**config.mk**
```make
export PLATFORM = sky130hd
export DESIGN_NAME = ysyx_25020037_exu
export DESIGN_NICKNAME = d
export VERILOG_FILES = /design/src/rtl/ysyx_25020037_exu.sv
export SDC_FILE = /design/constraint.sdc
export NUM_CORES = 1
export LEC_CHECK = 0
export ABC_AREA = 0
export ABC_CLOCK_PERIOD_IN_PS = 3880
export BUFFER_PORTS_ARGS = -buffer_cell sky130_fd_sc_hd__buf_2
export CAP_MARGIN = 20
export CORE_MARGIN = 8
export CORE_UTILIZATION = 51
export CTS_CLUSTER_DIAMETER = 50
export DETAILED_ROUTE_END_ITERATION = 7
export PLACE_DENSITY = 0.87
export SLEW_MARGIN = 40
export SYNTH_ARGS = -nofsm -noshare
export SYNTH_HDL_FRONTEND = slang
export SYNTH_HIERARCHICAL = 1
export SYNTH_SLANG_ARGS = --single-unit
```
**constraint.sdc**
```tcl
create_clock -name clock -period 3.88 [get_ports clock]
set_input_delay 0.582 -clock clock [delete_from_list [all_inputs] [get_ports clock]]
set_output_delay 0.582 -clock clock [all_outputs]
set_load 0.02 [all_outputs]
```
**src/rtl/ysyx_25020037_exu.sv**
```systemverilog
// Execute stage: combinational ALU feeding a one-entry output buffer,
// a one-cycle fetch redirect for taken branches/jumps, and branch counters.
//
// ALU one-hot op map (bit index):
//   0 add   1 sub   2 sll   3 slt   4 sltu  5 xor   6 srl   7 sra
//   8 or    9 and  10 lui (passes src2)
//  11 beq  12 bne  13 blt  14 bge  15 bltu 16 bgeu

module ysyx_25020037_alu (
  input  logic [16:0] alu_op,
  input  logic        double_cal,
  input  logic [31:0] src1,
  input  logic [31:0] src2,
  input  logic [31:0] src3,
  input  logic [31:0] src4,
  output logic [31:0] alu_result1,
  output logic        alu_result2
);
  logic [31:0] sum;
  logic [31:0] sra_res;
  logic        lt_s;
  logic        lt_u;
  logic        cmp_lt_s;
  logic        cmp_lt_u;
  logic        cmp_eq;

  assign sum      = src1 + src2;
  assign sra_res  = 32'($signed(src1) >>> src2[4:0]);
  assign lt_s     = $signed(src1) < $signed(src2);
  assign lt_u     = src1 < src2;
  assign cmp_eq   = src3 == src4;
  assign cmp_lt_s = $signed(src3) < $signed(src4);
  assign cmp_lt_u = src3 < src4;

  // Select the result: branches/jumps always add src1+src2 and compare src3/src4.
  always_comb begin
    alu_result1 = '0;
    alu_result2 = 1'b0;
    if (double_cal) begin
      alu_result1 = sum;
      alu_result2 = (alu_op[11] &  cmp_eq)   | (alu_op[12] & ~cmp_eq)   |
                    (alu_op[13] &  cmp_lt_s) | (alu_op[14] & ~cmp_lt_s) |
                    (alu_op[15] &  cmp_lt_u) | (alu_op[16] & ~cmp_lt_u);
    end else begin
      alu_result1 = ({32{alu_op[0]}}  & sum)
                  | ({32{alu_op[1]}}  & (src1 - src2))
                  | ({32{alu_op[2]}}  & (src1 << src2[4:0]))
                  | ({32{alu_op[3]}}  & {31'b0, lt_s})
                  | ({32{alu_op[4]}}  & {31'b0, lt_u})
                  | ({32{alu_op[5]}}  & (src1 ^ src2))
                  | ({32{alu_op[6]}}  & (src1 >> src2[4:0]))
                  | ({32{alu_op[7]}}  & sra_res)
                  | ({32{alu_op[8]}}  & (src1 | src2))
                  | ({32{alu_op[9]}}  & (src1 & src2))
                  | ({32{alu_op[10]}} & src2);
    end
  end
endmodule

module ysyx_25020037_exu (
  input  logic        clock,
  input  logic        reset_n,
  input  logic        in_valid,
  output logic        in_ready,
  input  logic [31:0] in_pc,
  input  logic [16:0] in_alu_op,
  input  logic        in_double_cal,
  input  logic [31:0] in_src1,
  input  logic [31:0] in_src2,
  input  logic [31:0] in_src3,
  input  logic [31:0] in_src4,
  input  logic        in_is_jal,
  input  logic        in_is_jalr,
  input  logic [4:0]  in_rd,
  input  logic        in_rf_we,
  input  logic        in_mem_re,
  input  logic        in_mem_we,
  input  logic [2:0]  in_mem_size,
  input  logic [31:0] in_store_data,
  output logic        out_valid,
  input  logic        out_ready,
  output logic [31:0] out_pc,
  output logic [31:0] out_result,
  output logic [31:0] out_store_data,
  output logic [4:0]  out_rd,
  output logic        out_rf_we,
  output logic        out_mem_re,
  output logic        out_mem_we,
  output logic [2:0]  out_mem_size,
  output logic        redirect_valid,
  output logic [31:0] redirect_pc,
  output logic [31:0] branch_cnt,
  output logic [31:0] taken_cnt
);
  logic        out_valid_q;
  logic [31:0] out_pc_q, out_result_q, out_store_data_q;
  logic [4:0]  out_rd_q;
  logic        out_rf_we_q, out_mem_re_q, out_mem_we_q;
  logic [2:0]  out_mem_size_q;
  logic        redirect_valid_q;
  logic [31:0] redirect_pc_q;
  logic [31:0] branch_cnt_q, taken_cnt_q;

  logic [31:0] alu_result1;
  logic        alu_result2;
  logic        accept;
  logic        is_branch;
  logic        is_jump;
  logic        taken;
  logic [31:0] target;
  logic [31:0] result_d;

  ysyx_25020037_alu u_alu (
    .alu_op      (in_alu_op),
    .double_cal  (in_double_cal),
    .src1        (in_src1),
    .src2        (in_src2),
    .src3        (in_src3),
    .src4        (in_src4),
    .alu_result1 (alu_result1),
    .alu_result2 (alu_result2)
  );

  // While a redirect is on the wire the IDU is flushing, so nothing is taken.
  assign in_ready  = ~redirect_valid_q & (~out_valid_q | out_ready);
  assign accept    = in_valid & in_ready;
  assign is_jump   = in_double_cal & (in_is_jal | in_is_jalr);
  assign is_branch = in_double_cal & ~in_is_jal & ~in_is_jalr;
  assign taken     = is_branch ? alu_result2 : is_jump;
  assign target    = {alu_result1[31:1], alu_result1[0] & ~in_is_jalr};
  assign result_d  = is_jump ? (in_pc + 32'd4) : alu_result1;

  // Output buffer, redirect pulse and branch statistics.
  always_ff @(posedge clock) begin
    if (!reset_n) begin
      out_valid_q      <= 1'b0;
      out_pc_q         <= '0;
      out_result_q     <= '0;
      out_store_data_q <= '0;
      out_rd_q         <= '0;
      out_rf_we_q      <= 1'b0;
      out_mem_re_q     <= 1'b0;
      out_mem_we_q     <= 1'b0;
      out_mem_size_q   <= '0;
      redirect_valid_q <= 1'b0;
      redirect_pc_q    <= '0;
      branch_cnt_q     <= '0;
      taken_cnt_q      <= '0;
    end else begin
      redirect_valid_q <= accept & taken;
      if (accept) begin
        out_valid_q      <= 1'b1;
        out_pc_q         <= in_pc;
        out_result_q     <= result_d;
        out_store_data_q <= in_store_data;
        out_rd_q         <= in_rd;
        out_rf_we_q      <= in_rf_we & ~is_branch;
        out_mem_re_q     <= in_mem_re & ~is_branch;
        out_mem_we_q     <= in_mem_we & ~is_branch;
        out_mem_size_q   <= in_mem_size;
        if (taken) begin
          redirect_pc_q <= target;
        end
        if (is_branch) begin
          branch_cnt_q <= branch_cnt_q + 32'd1;
          if (alu_result2) begin
            taken_cnt_q <= taken_cnt_q + 32'd1;
          end
        end
      end else if (out_ready) begin
        out_valid_q <= 1'b0;
      end
    end
  end

  assign out_valid      = out_valid_q;
  assign out_pc         = out_pc_q;
  assign out_result     = out_result_q;
  assign out_store_data = out_store_data_q;
  assign out_rd         = out_rd_q;
  assign out_rf_we      = out_rf_we_q;
  assign out_mem_re     = out_mem_re_q;
  assign out_mem_we     = out_mem_we_q;
  assign out_mem_size   = out_mem_size_q;
  assign redirect_valid = redirect_valid_q;
  assign redirect_pc    = redirect_pc_q;
  assign branch_cnt     = branch_cnt_q;
  assign taken_cnt      = taken_cnt_q;
endmodule

```
[Word-level counts from Yosys, hierarchy flattened]
Cells that the tools add are included.
Widths: inputs -> output; s select.
Storage, ports and cells
  input port bits: 227
  logic and storage cells: 91
  output and inout bits: 206
  flip-flop bits (word level): 205
Operators by class
  shift-type cells: 3
  mux-type cells: 6
  reduce and logical (&&, ||, !) cells: 4
  $lt $le $gt $ge: 4
  eq/ne operators: 1
  add/subtract/negate cells: 5
  bitwise gates (word level): 55
Operator list (count)
  $or 32x32->32: 11
  $and 32x32->32: 10
  $lt 32x32->1: 4
  $add 32x1->32 const B: 2
  $and 32x1->32: 2
  $mux 32: 2
  $add 32x3->32 const B: 1
  $add 32x32->32: 1
  $eq 32x32->1: 1
  $shl 32x5->32: 1
  $shr 32x5->32: 1
  $sshr 32x5->32: 1
  $sub 32x32->32: 1
  $xor 32x32->32: 1
  $and 1x1->1: 16
  $not 1->1: 8
  $or 1x1->1: 7
  $mux 1: 4
  $reduce_and 2->1: 2
  $reduce_and 3->1: 1
  $reduce_bool 2->1: 1

[Logic depth before layout (Yosys ltp)]
Gate-level depths: netlist of the first run.
  depth in word-level cells: 14
  depth in mapped cells: 17
  gate-level depth less buffers: 15

[By module]
The synthesis of the first run kept the hierarchy.
By module, submodules not included
  ysyx_25020037_alu: area an instance 10187.3 um^2, cells an instance 1467, times used 1
  ysyx_25020037_exu: area an instance 8703.3 um^2, cells an instance 1101, times used 1

[Worst setup path after synthesis of the first run]
OpenSTA, ideal clock, no wires.
  kind: input-to-reg
  start: input in_src2[1]
  end: register out_result_q[27], in the netlist out_result[27]
  path slack: -78 ps
  arrival time: 3819 ps
  stages: 15
  path buffers: 3
  cell sequence: buf_2 inv_2 buf_4 buf_1 ha_1 o21ba_1 or4_4 nand2_4 a21oi_2 o311ai_2 a31oi_1 a221o_1 a22o_1 o21ai_0 a221oi_1
On the way
  cells in the longest elaborated chain, start to end: 14
  elaborated cells on any way between the ends: 22
  those cells by class: 2 x add/sub; 3 x shift; 2 x mux; 15 x bitwise
RTL lines
  start, declared: RTL line 69  | input logic [31:0] in_src2,
  $add 32x32->32 / $sub 32x32->32 (equally long branches): RTL line 27, 46
  $and 32x32->32, on equally long branches: RTL line 45, 46
  $or 32x32->32: RTL line 46  | | ({32{alu_op[1]}} & (src1 - src2))
  $or 32x32->32: RTL line 47  | | ({32{alu_op[2]}} & (src1 << src2[4:0]))
  $or 32x32->32: RTL line 48  | | ({32{alu_op[3]}} & {31'b0, lt_s})
  $or 32x32->32: RTL line 49  | | ({32{alu_op[4]}} & {31'b0, lt_u})
  $or 32x32->32: RTL line 50  | | ({32{alu_op[5]}} & (src1 ^ src2))
  $or 32x32->32: RTL line 51  | | ({32{alu_op[6]}} & (src1 >> src2[4:0]))
  $or 32x32->32: RTL line 52  | | ({32{alu_op[7]}} & sra_res)
  $or 32x32->32: RTL line 53  | | ({32{alu_op[8]}} & (src1 | src2))
  $or 32x32->32: RTL line 54  | | ({32{alu_op[9]}} & (src1 & src2))
  $or 32x32->32: RTL line 55  | | ({32{alu_op[10]}} & src2);
  $mux 32 *: RTL line 39  | if (double_cal) begin
  named net alu_result1[27]: RTL line 104  | logic [31:0] alu_result1;
  $mux 32 *: RTL line 131  | assign result_d = is_jump ? (in_pc + 32'd4) : alu_result1;
  end signal, assigned: RTL line 154  | out_result_q <= result_d;
  end, declared: RTL line 96  | logic [31:0] out_pc_q, out_result_q, out_store_data_q;
Mark *: on every way through the listed nets, which the timed path passes. The rest lies on a longest branch.
A chain may end at the register's enable or synchronous reset.

[Final worst setup path of the first run]
  start: input in_src4[27]
  end: register taken_cnt_q[28], in the netlist taken_cnt[28]
On the way
  cells in the longest elaborated chain, start to end: 10
  elaborated cells on any way between the ends: 19
  those cells by class: 2 x order compare; 1 x eq/ne; 1 x mux; 14 x bitwise; 1 x reduce/logical
RTL lines
  start, declared: RTL line 71  | input logic [31:0] in_src4,
  branches (longest 7 deep; another with $lt 32x32->1)
  $or 1x1->1 *: RTL line 43  | (alu_op[15] & cmp_lt_u) | (alu_op[16] & ~cmp_lt_u);
  $mux 1 *: RTL line 39
  named net alu_result2: RTL line 105  | logic alu_result2;
  $reduce_and 3->1 (no line) *
  end signal, assigned: RTL line 167  | taken_cnt_q <= taken_cnt_q + 32'd1;
  end, declared: RTL line 102  | logic [31:0] branch_cnt_q, taken_cnt_q;
Mark *: on every way through the listed nets, which the timed path passes.

==> results of run 1 <==
[worst min-delay path, stage by stage]
cell and delay, ns:
sky130_fd_sc_hd__buf_2 0.10, sky130_fd_sc_hd__nand2_1 0.05, sky130_fd_sc_hd__a21oi_1 0.05
[layout make-up]
cell class | instances | area [um2] | share of cell area
multi-input cells | 2036 | 13500 | 0.584
flip-flops and latches | 205 | 4100 | 0.178
repair buffers | 625 | 3660 | 0.159
clock buffers | 31 | 613 | 0.0266
well taps | 468 | 586 | 0.0254
inverters | 148 | 561 | 0.0243
clock inverters | 6 | 76.3 | 0.00331
[cells by family (layout without fill, tap and decap cells)]
kind of cell | Yosys count | in the layout | synth area share
adder cells (fa/ha/maj) | 134 | 134 | 0.0895
flip-flops | 205 | 205 | 0.217
buffers and inverters | 327 | 810 | 0.0731
AND/OR/NAND/NOR | 949 | 949 | 0.235
XOR/XNOR | 87 | 87 | 0.0403
AO/OA/AOI/OAI | 755 | 755 | 0.258
multiplexers | 111 | 111 | 0.0870
[power by group through the flow]
stage,sequential (mW),combinational [mW],clock (mW)
detailed placement,2.32,2.64,0
floorplan,2.45,1.44,0
CTS,2.27,2.65,2.04
global route,2.29,2.90,2.13
finish,2.28,2.74,2.04
global placement,2.31,2.59,0
[final timing paths]
kind	cells after the start	to	slack (ns)
min reg2reg	2	out_store_data[29]	0.45
max reg2reg	5	taken_cnt[28]	1.32
min	3	out_store_data[5]	0.32
max	16	taken_cnt[28]	0.20
[cells in the mapped netlist, drive strengths merged, types with 7 or more instances]
| master | count |
|---|---|
| a211o | 9 |
| a211oi | 27 |
| a21o | 23 |
| a21oi | 271 |
| a221o | 10 |
| a221oi | 26 |
| a22oi | 18 |
| a2bb2oi | 8 |
| a311oi | 7 |
| a31oi | 27 |
| and2 | 8 |
| and3 | 13 |
| and4 | 16 |
| buf | 56 |
| clkbuf | 123 |
| dfxtp | 205 |
| ha | 132 |
| inv | 146 |
| mux2 | 25 |
| mux2i | 49 |
| mux4 | 37 |
| nand2 | 427 |
| nand2b | 12 |
| nand3 | 112 |
| nand4 | 51 |
| nor2 | 177 |
| nor2b | 17 |
| nor3 | 41 |
| nor4 | 17 |
| o211ai | 35 |
| o21a | 8 |
| o21ai | 140 |
| o21bai | 11 |
| o221ai | 7 |
| o22ai | 17 |
| o2bb2ai | 11 |
| o311ai | 12 |
| o31a | 7 |
| o31ai | 24 |
| or2 | 9 |
| or3 | 36 |
| xnor2 | 40 |
| xor2 | 47 |
[flip-flops by register name, indices dropped and copies added, names as in the netlist]
register	flops
branch_cnt	32
out_mem_re	1
out_mem_size	3
out_mem_we	1
out_pc	32
out_rd	5
out_result	32
out_rf_we	1
out_store_data	32
out_valid	1
redirect_pc	32
redirect_valid	1
taken_cnt	32
[metrics by stage]
stage | total power, mW | hold slack [ns] | setup WS [ns] | std cells
after detailed placement | 4.96 | 0.443 | -0.266 | 3482
after floorplan | 3.88 | 0.530 | 0.0734 | 2568
after global placement | 4.91 | 0.436 | -0.102 | 3482
final | 7.05 | 0.321 | 0.202 | 3519
after CTS | 6.96 | 0.315 | 0.215 | 3519
after global routing | 7.31 | 0.325 | 0.0671 | 3519
[timing repair]
item                                    in CTS  in global routing
endpoints found under the setup margin       0                  3
setup buffers                                0                  0
resized for setup                            0                  1
[layer usage]
layer / vias up / track usage / part of all wire
met1: 10900 / 0.455 / 0.38
li1: 10200 / - / -
met4: 0 / 0.183 / 0.058
met2: 1675 / 0.605 / 0.46
met3: 329 / 0.0776 / 0.11
met5: - / 0 / 0
==> load_flow_metrics.sql, run 1 <==
INSERT INTO impl_metrics (metric_group, metric, value, unit) VALUES
('die', 'core-area', '36500', 'um2'),
('critical_path', 'r2r_start', 'out_valid', ''),
('critical_path', 'crit_start', 'in_src4[27]', ''),
('final_layout', 'antenna-diode-count', '0', ''),
('power', 'worst_ir_drop_on_vdd', '0.371', 'mV'),
('clock_network', 'tritoncts.num_buffers', '21', ''),
('logic_synthesis', 'ys_async_sr_fraction', '0', ''),
('die', 'dieHeight', '208', 'um'),
('logic_synthesis', 'ys_seq_elements', '205', ''),
('grt', 'grt_start_max_net_pins', '104', ''),
('sta', 'final_report_max_slew_violation_count', '0', ''),
('power', 'netSwitchingPower', '2.64', 'mW'),
('power', 'power_switching_share', '0.375', ''),
('routing', 'vias', '23100', ''),
('placed_design', 'half_perimeter_wire_length_after_placement', '67400', 'um'),
('min_path', 'worst_hold_startpoint', 'in_store_data[5]', ''),
('logic_synthesis', 'syn_area', '18900', 'um2'),
('critical_path', 'timing.critical_path.to_type', 'register', ''),
('logic_synthesis', 'synth_top_area_share', '0.217', ''),
('final_layout', 'num-fill-cells', '3236', ''),
('die', 'boundaryPins', '433', ''),
('grt', 'grt_overflow', '0', ''),
('critical_path', 'worstSetupStartpointType', 'input pin', ''),
('die', 'die_area', '43500', 'um2'),
('min_path', 'holdCritPathClass', 'input pin to register', ''),
('sta', 'max_slew_margin', '0.441', ''),
('logic_synthesis', 'synthCells', '2568', ''),
('sta', 'setup_violations', '0', ''),
('clock_network', 'ctsHtreeMaxLevel', '1', ''),
('grt', 'first_pass_grt_wire_length', '129000', 'um'),
('critical_path', 'cp.required', '4.30', 'ns'),
('power', 'power_per_cell_area', '306', 'nW/um2'),
('critical_path', 'critPathTopFamily', 'compound AO/OA/AOI/OAI gates', ''),
('die', 'initial_utilization', '0.517', ''),
('final_layout', 'syn_to_final_growth', '22.1', '%'),
('logic_synthesis', 'synth.area.top_cells', 'sky130_fd_sc_hd__dfxtp_1 22%, sky130_fd_sc_hd__ha_1 8.7%, sky130_fd_sc_hd__nand2_1 8.4%', ''),
('grt', 'antenna_found_initial', '1', ''),
('routing', 'post_detailed_routing_wire_length', '85600', 'um'),
('die', 'num_rows', '70', ''),
('critical_path', 'worstPathMaxFanout', '12', ''),
('sta', 'rsz_0062_raised_after_global_routing', 'no', ''),
('routing', 'drc', '0', ''),
('routing', 'routed_wire_length_per_instance', '24.3', 'um'),
('final_layout', 'layout_commonest_cell', 'sky130_fd_sc_hd__buf_2', ''),
('power', 'power_frac_comb', '0.389', ''),
('logic_synthesis', 'postSynth.topFlopCell', 'sky130_fd_sc_hd__dfxtp_1', ''),
('sta', 'final_min_period_over_clock_period', '0.948', ''),
('critical_path', 'critPathMaxStageDelay', '0.49', 'ns'),
('logic_synthesis', 'synth_fp_nets', '2929', ''),
('critical_path', 'critPathBufInv', '2', ''),
('logic_synthesis', 'netlist-cell-type-count', '104', ''),
('final_layout', 'finalInstanceArea', '23100', 'um2'),
('critical_path', 'worst_path_max_delay_cell', 'sky130_fd_sc_hd__or3_1', ''),
('logic_synthesis', 'yosys_warnings', '6', ''),
('logic_synthesis', 'synth-edff-count', '0', ''),
('sta', 'min_period', '3.68', 'ns'),
('power', 'sequentialPowerShare', '0.323', ''),
('logic_synthesis', 'synth_sequential_area_ratio', '0.217', ''),
('power', 'p_int', '4.41', 'mW'),
('clock_network', 'clock_tree.buffer_depth', '3', ''),
('grt', 'track_usage', '0.369', ''),
('sta', 'timing.setup.tns', '0', 'ns'),
('clock_network', 'cts-root-buf', 'sky130_fd_sc_hd__clkbuf_16', ''),
('routing', 'violation_count_after_the_first_detailed_route_iteration', '3179', ''),
('routing', 'detail_route.first_pass.iterations', '7', ''),
('status', 'outcome', 'finished clean', ''),
('final_layout', 'drive_above_1_share', '0.252', ''),
('clock_network', 'clk-insertion-delay-late', '0.50', 'ns'),
('sta', 'fmax', '272', 'MHz'),
('final_layout', 'fin_util', '0.631', ''),
('clock_network', 'clk_pin_slew', '0.06', 'ns');
Note: power is estimated with default switching activity, not from simulation.
==> run 2, diff against run 1 <==
--- a/config.mk
+++ b/config.mk
@@ -10,10 +10,10 @@
 export BUFFER_PORTS_ARGS = -buffer_cell sky130_fd_sc_hd__buf_2
 export CAP_MARGIN = 20
 export CORE_MARGIN = 8
-export CORE_UTILIZATION = 51
+export CORE_UTILIZATION = 40
 export CTS_CLUSTER_DIAMETER = 50
 export DETAILED_ROUTE_END_ITERATION = 7
-export PLACE_DENSITY = 0.87
+export PLACE_DENSITY = 0.73
 export SLEW_MARGIN = 40
 export SYNTH_ARGS = -nofsm -noshare
 export SYNTH_HDL_FRONTEND = slang
==> load_flow_metrics.sql, run 2 (synthesized netlist as in run 1, its figures left out) <==
INSERT INTO impl_metrics (metric_group, metric, value, unit) VALUES
('clock_network', 'clk-insertion-delay-late', '0.50', 'ns'),
('routing', 'violation_count_after_the_first_detailed_route_iteration', '2375', ''),
('critical_path', 'worst-r2r-setup-slack', '1.49', 'ns'),
('sta', 'setup_violations', '0', ''),
('min_path', 'worst_hold_path.num_cells', '3', ''),
('min_path', 'worst_hold_startpoint', 'in_rd[2]', ''),
('critical_path', 'worstPathArrival', '4.06', 'ns'),
('clock_network', 'tritoncts.num_buffers', '21', ''),
('grt', 'first_global_vias', '20300', ''),
('clock_network', 'clock_tree.buffer_depth', '3', ''),
('final_layout', 'drive_above_1_share', '0.250', ''),
('placed_design', 'place.gp.congestion', '1.08', ''),
('die', 'initial_utilization', '0.406', ''),
('sta', 'finClkSkew', '0.0114', 'ns'),
('clock_network', 'tritoncts', 'built', ''),
('clock_network', 'clk_pin_slew', '0.07', 'ns'),
('grt', 'track_usage', '0.278', ''),
('power', 'power_switching_share', '0.363', ''),
('flow_run', 'cap_violations', '0', ''),
('critical_path', 'crit-reg2reg-capture', 'taken_cnt[21]', ''),
('critical_path', 'timing.setup.critical_path_class', 'input pin to register', ''),
('placed_design', 'port-buffer-count', '432', ''),
('min_path', 'holdCritPathClass', 'input pin to register', ''),
('grt', 'grt_overflow', '0', ''),
('placed_design', 'dpl.cell_count', '3608', ''),
('routing', 'avgViaCountPerCell', '5.94', ''),
('power', 'power_per_cell_area', '309', 'nW/um2'),
('status', 'outcome', 'finished clean', ''),
('final_layout', 'fin_cells', '3650', ''),
('critical_path', 'r2r_start', 'out_valid', ''),
('critical_path', 'critPathMaxStageDelay', '0.45', 'ns'),
('clock_network', 'cts-root-buf', 'sky130_fd_sc_hd__clkbuf_16', ''),
('power', 'netSwitchingPower', '2.60', 'mW'),
('die', 'core-area', '46600', 'um2'),
('sta', 'transition_time_at_the_pin_with_the_least_slew_margin', '0.777', 'ns'),
('die', 'die_area', '54400', 'um2'),
('sta', 'min_period', '3.63', 'ns'),
('grt', 'grt_start_max_net_pins', '91', ''),
('power', 'static-leakage-power', '10.4', 'nW'),
('critical_path', 'timing.critical_path.cells', 'buf_2 -> ha_1 -> a21o_1 -> a221o_1 -> a221oi_1 -> o21ai_0 -> a21oi_1 -> mux2_2 -> o21ai_0 -> a31oi_1 -> buf_4 -> nand4_1 -> nor2_1 -> nand4_1 -> buf_4 -> or3_1 -> a21oi_1', ''),
('die', 'num_rows', '79', ''),
('sta', 'final_min_period_over_clock_period', '0.936', ''),
('clock_network', 'cts.sinks', '205', ''),
('power', 'worst_ir_drop_on_vdd', '0.457', 'mV'),
('final_layout', 'num-fill-cells', '4623', ''),
('sta', 'fmax', '275', 'MHz'),
('clock_network', 'ctsHtreeMaxLevel', '1', ''),
('final_layout', 'fin_util', '0.499', ''),
('die', 'die_width', '233', 'um'),
('final_layout', 'syn_to_final_growth', '22.9', '%'),
('critical_path', 'timing.reg2reg.worst_path_depth', '6', ''),
('power', 'power_frac_comb', '0.370', ''),
('sta', 'max_slew_margin', '0.475', ''),
('critical_path', 'timing.critical_path.to_type', 'register', ''),
('critical_path', 'cp.required', '4.31', 'ns'),
('clock_network', 'cts-hold-fix-buffers', '0', ''),
('sta', 'finalHoldViolations', '0', ''),
('critical_path', 'worstPathMaxFanout', '12', ''),
('grt', 'antenna_found_initial', '3', ''),
('power', 'clock_power_share', '0.314', ''),
('grt', 'first_pass_grt_wire_length', '121000', 'um'),
('routing', 'detail_route.first_pass.iterations', '8', ''),
('clock_network', 'cts.repair_timing.setup_buffer_count', '0', ''),
('critical_path', 'worstSetupStartpointType', 'input pin', ''),
('sta', 'rsz_0062_raised_after_global_routing', 'no', ''),
('critical_path', 'worst_path_max_delay_cell', 'sky130_fd_sc_hd__a31oi_1', ''),
('sta', 'final_report_max_slew_violation_count', '0', ''),
('routing', 'drc', '0', ''),
('routing', 'post_detailed_routing_wire_length', '80700', 'um'),
('min_path', 'holdPathEnd', 'out_rd[2]', ''),
('critical_path', 'critPathTopFamily', 'compound AO/OA/AOI/OAI gates', ''),
('routing', 'vias', '21700', ''),
('critical_path', 'critPathBufInv', '3', ''),
('power', 'sequentialPowerShare', '0.316', ''),
('die', 'boundaryPins', '433', ''),
('final_layout', 'design.final.nets', '3385', ''),
('critical_path', 'worst-path-stages', '17', ''),
('final_layout', 'layout_commonest_cell', 'sky130_fd_sc_hd__buf_2', ''),
('routing', 'routed_wire_length_per_instance', '22.1', 'um'),
('clock_network', 'cts.repair.resized', '0', ''),
('power', 'p_int', '4.58', 'mW'),
('die', 'dieHeight', '233', 'um'),
('placed_design', 'half_perimeter_wire_length_after_placement', '64500', 'um'),
('final_layout', 'final_cell_mix', '431 x sky130_fd_sc_hd__buf_2, 425 x sky130_fd_sc_hd__nand2_1, 270 x sky130_fd_sc_hd__a21oi_1, 205 x sky130_fd_sc_hd__dfxtp_1, 177 x sky130_fd_sc_hd__nor2_1', ''),
('routing', 'postRouteAntennaNets', '0', '');
[run 2: cell count changes in the layout (fill, tap and decap cells not counted), sizes merged]
cell / delta
buf: -13
bufinv: +3
clkbuf: -4
clkinvlp: -1
diode: +5
inv: +2
[run 2: layout make-up]
cell class                 count  area, um2  share of cell area
antenna                        5       12.5            0.000539
clock buffer                  27        588              0.0253
clock inverter                10        170             0.00733
inverter                     148        561              0.0241
multi-input combinational   2036      13400               0.579
sequential                   205       4100               0.177
tap                          607        759              0.0327
timing repair buffer         612       3580               0.154
[run 2: power by group through the flow]
stage	Sequential, mW	Combinational (mW)	Clock (mW)
after global routing	2.28	2.85	2.37
final	2.27	2.66	2.25
after CTS	2.27	2.61	2.28
after detailed placement	2.31	2.60	0
after floorplan	2.45	1.44	0
after global placement	2.31	2.59	0
[run 2: worst max-delay path by stage]
stage | start | end | slack, ns
global route | in_src3[25] | taken_cnt[28] | 0.04
detailed placement | in_src3[25] | taken_cnt[24] | -0.24
global placement | in_src3[25] | taken_cnt[24] | -0.17
floorplan | in_src2[1] | out_result[27] | 0.07
finish | in_src3[25] | taken_cnt[24] | 0.25
CTS | in_src3[25] | taken_cnt[24] | 0.26
[run 2: layer usage]
metal,part of all wire,vias up,GRT usage
li1,-,10200,-
met1,0.40,10100,0.359
met2,0.46,1090,0.453
met3,0.081,233,0.0411
met4,0.056,0,0.132
met5,0,-,0
[run 2: stage by stage]
step                      area (um2)  hold WS, ns  total power [mW]  setup slack (ns)  setup TNS, ns
after floorplan                18900        0.530              3.88            0.0734              0
after global placement         22400        0.439              4.90            -0.168          -1.43
after detailed placement       22400        0.443              4.91            -0.241          -3.65
after CTS                      23200        0.298              7.15             0.260              0
after global routing           23200        0.318              7.50            0.0438              0
final                          23200        0.313              7.18             0.250              0
[run 2: worst reg2reg max path, cell delays in order, from the launching register on]
cell	delay (ns)
sky130_fd_sc_hd__dfxtp_1	0.32
sky130_fd_sc_hd__nand2b_1	0.31
sky130_fd_sc_hd__and4_1	0.67
sky130_fd_sc_hd__nand4_1	0.33
sky130_fd_sc_hd__buf_4	0.26
sky130_fd_sc_hd__or3_1	0.30
sky130_fd_sc_hd__a21oi_1	0.14
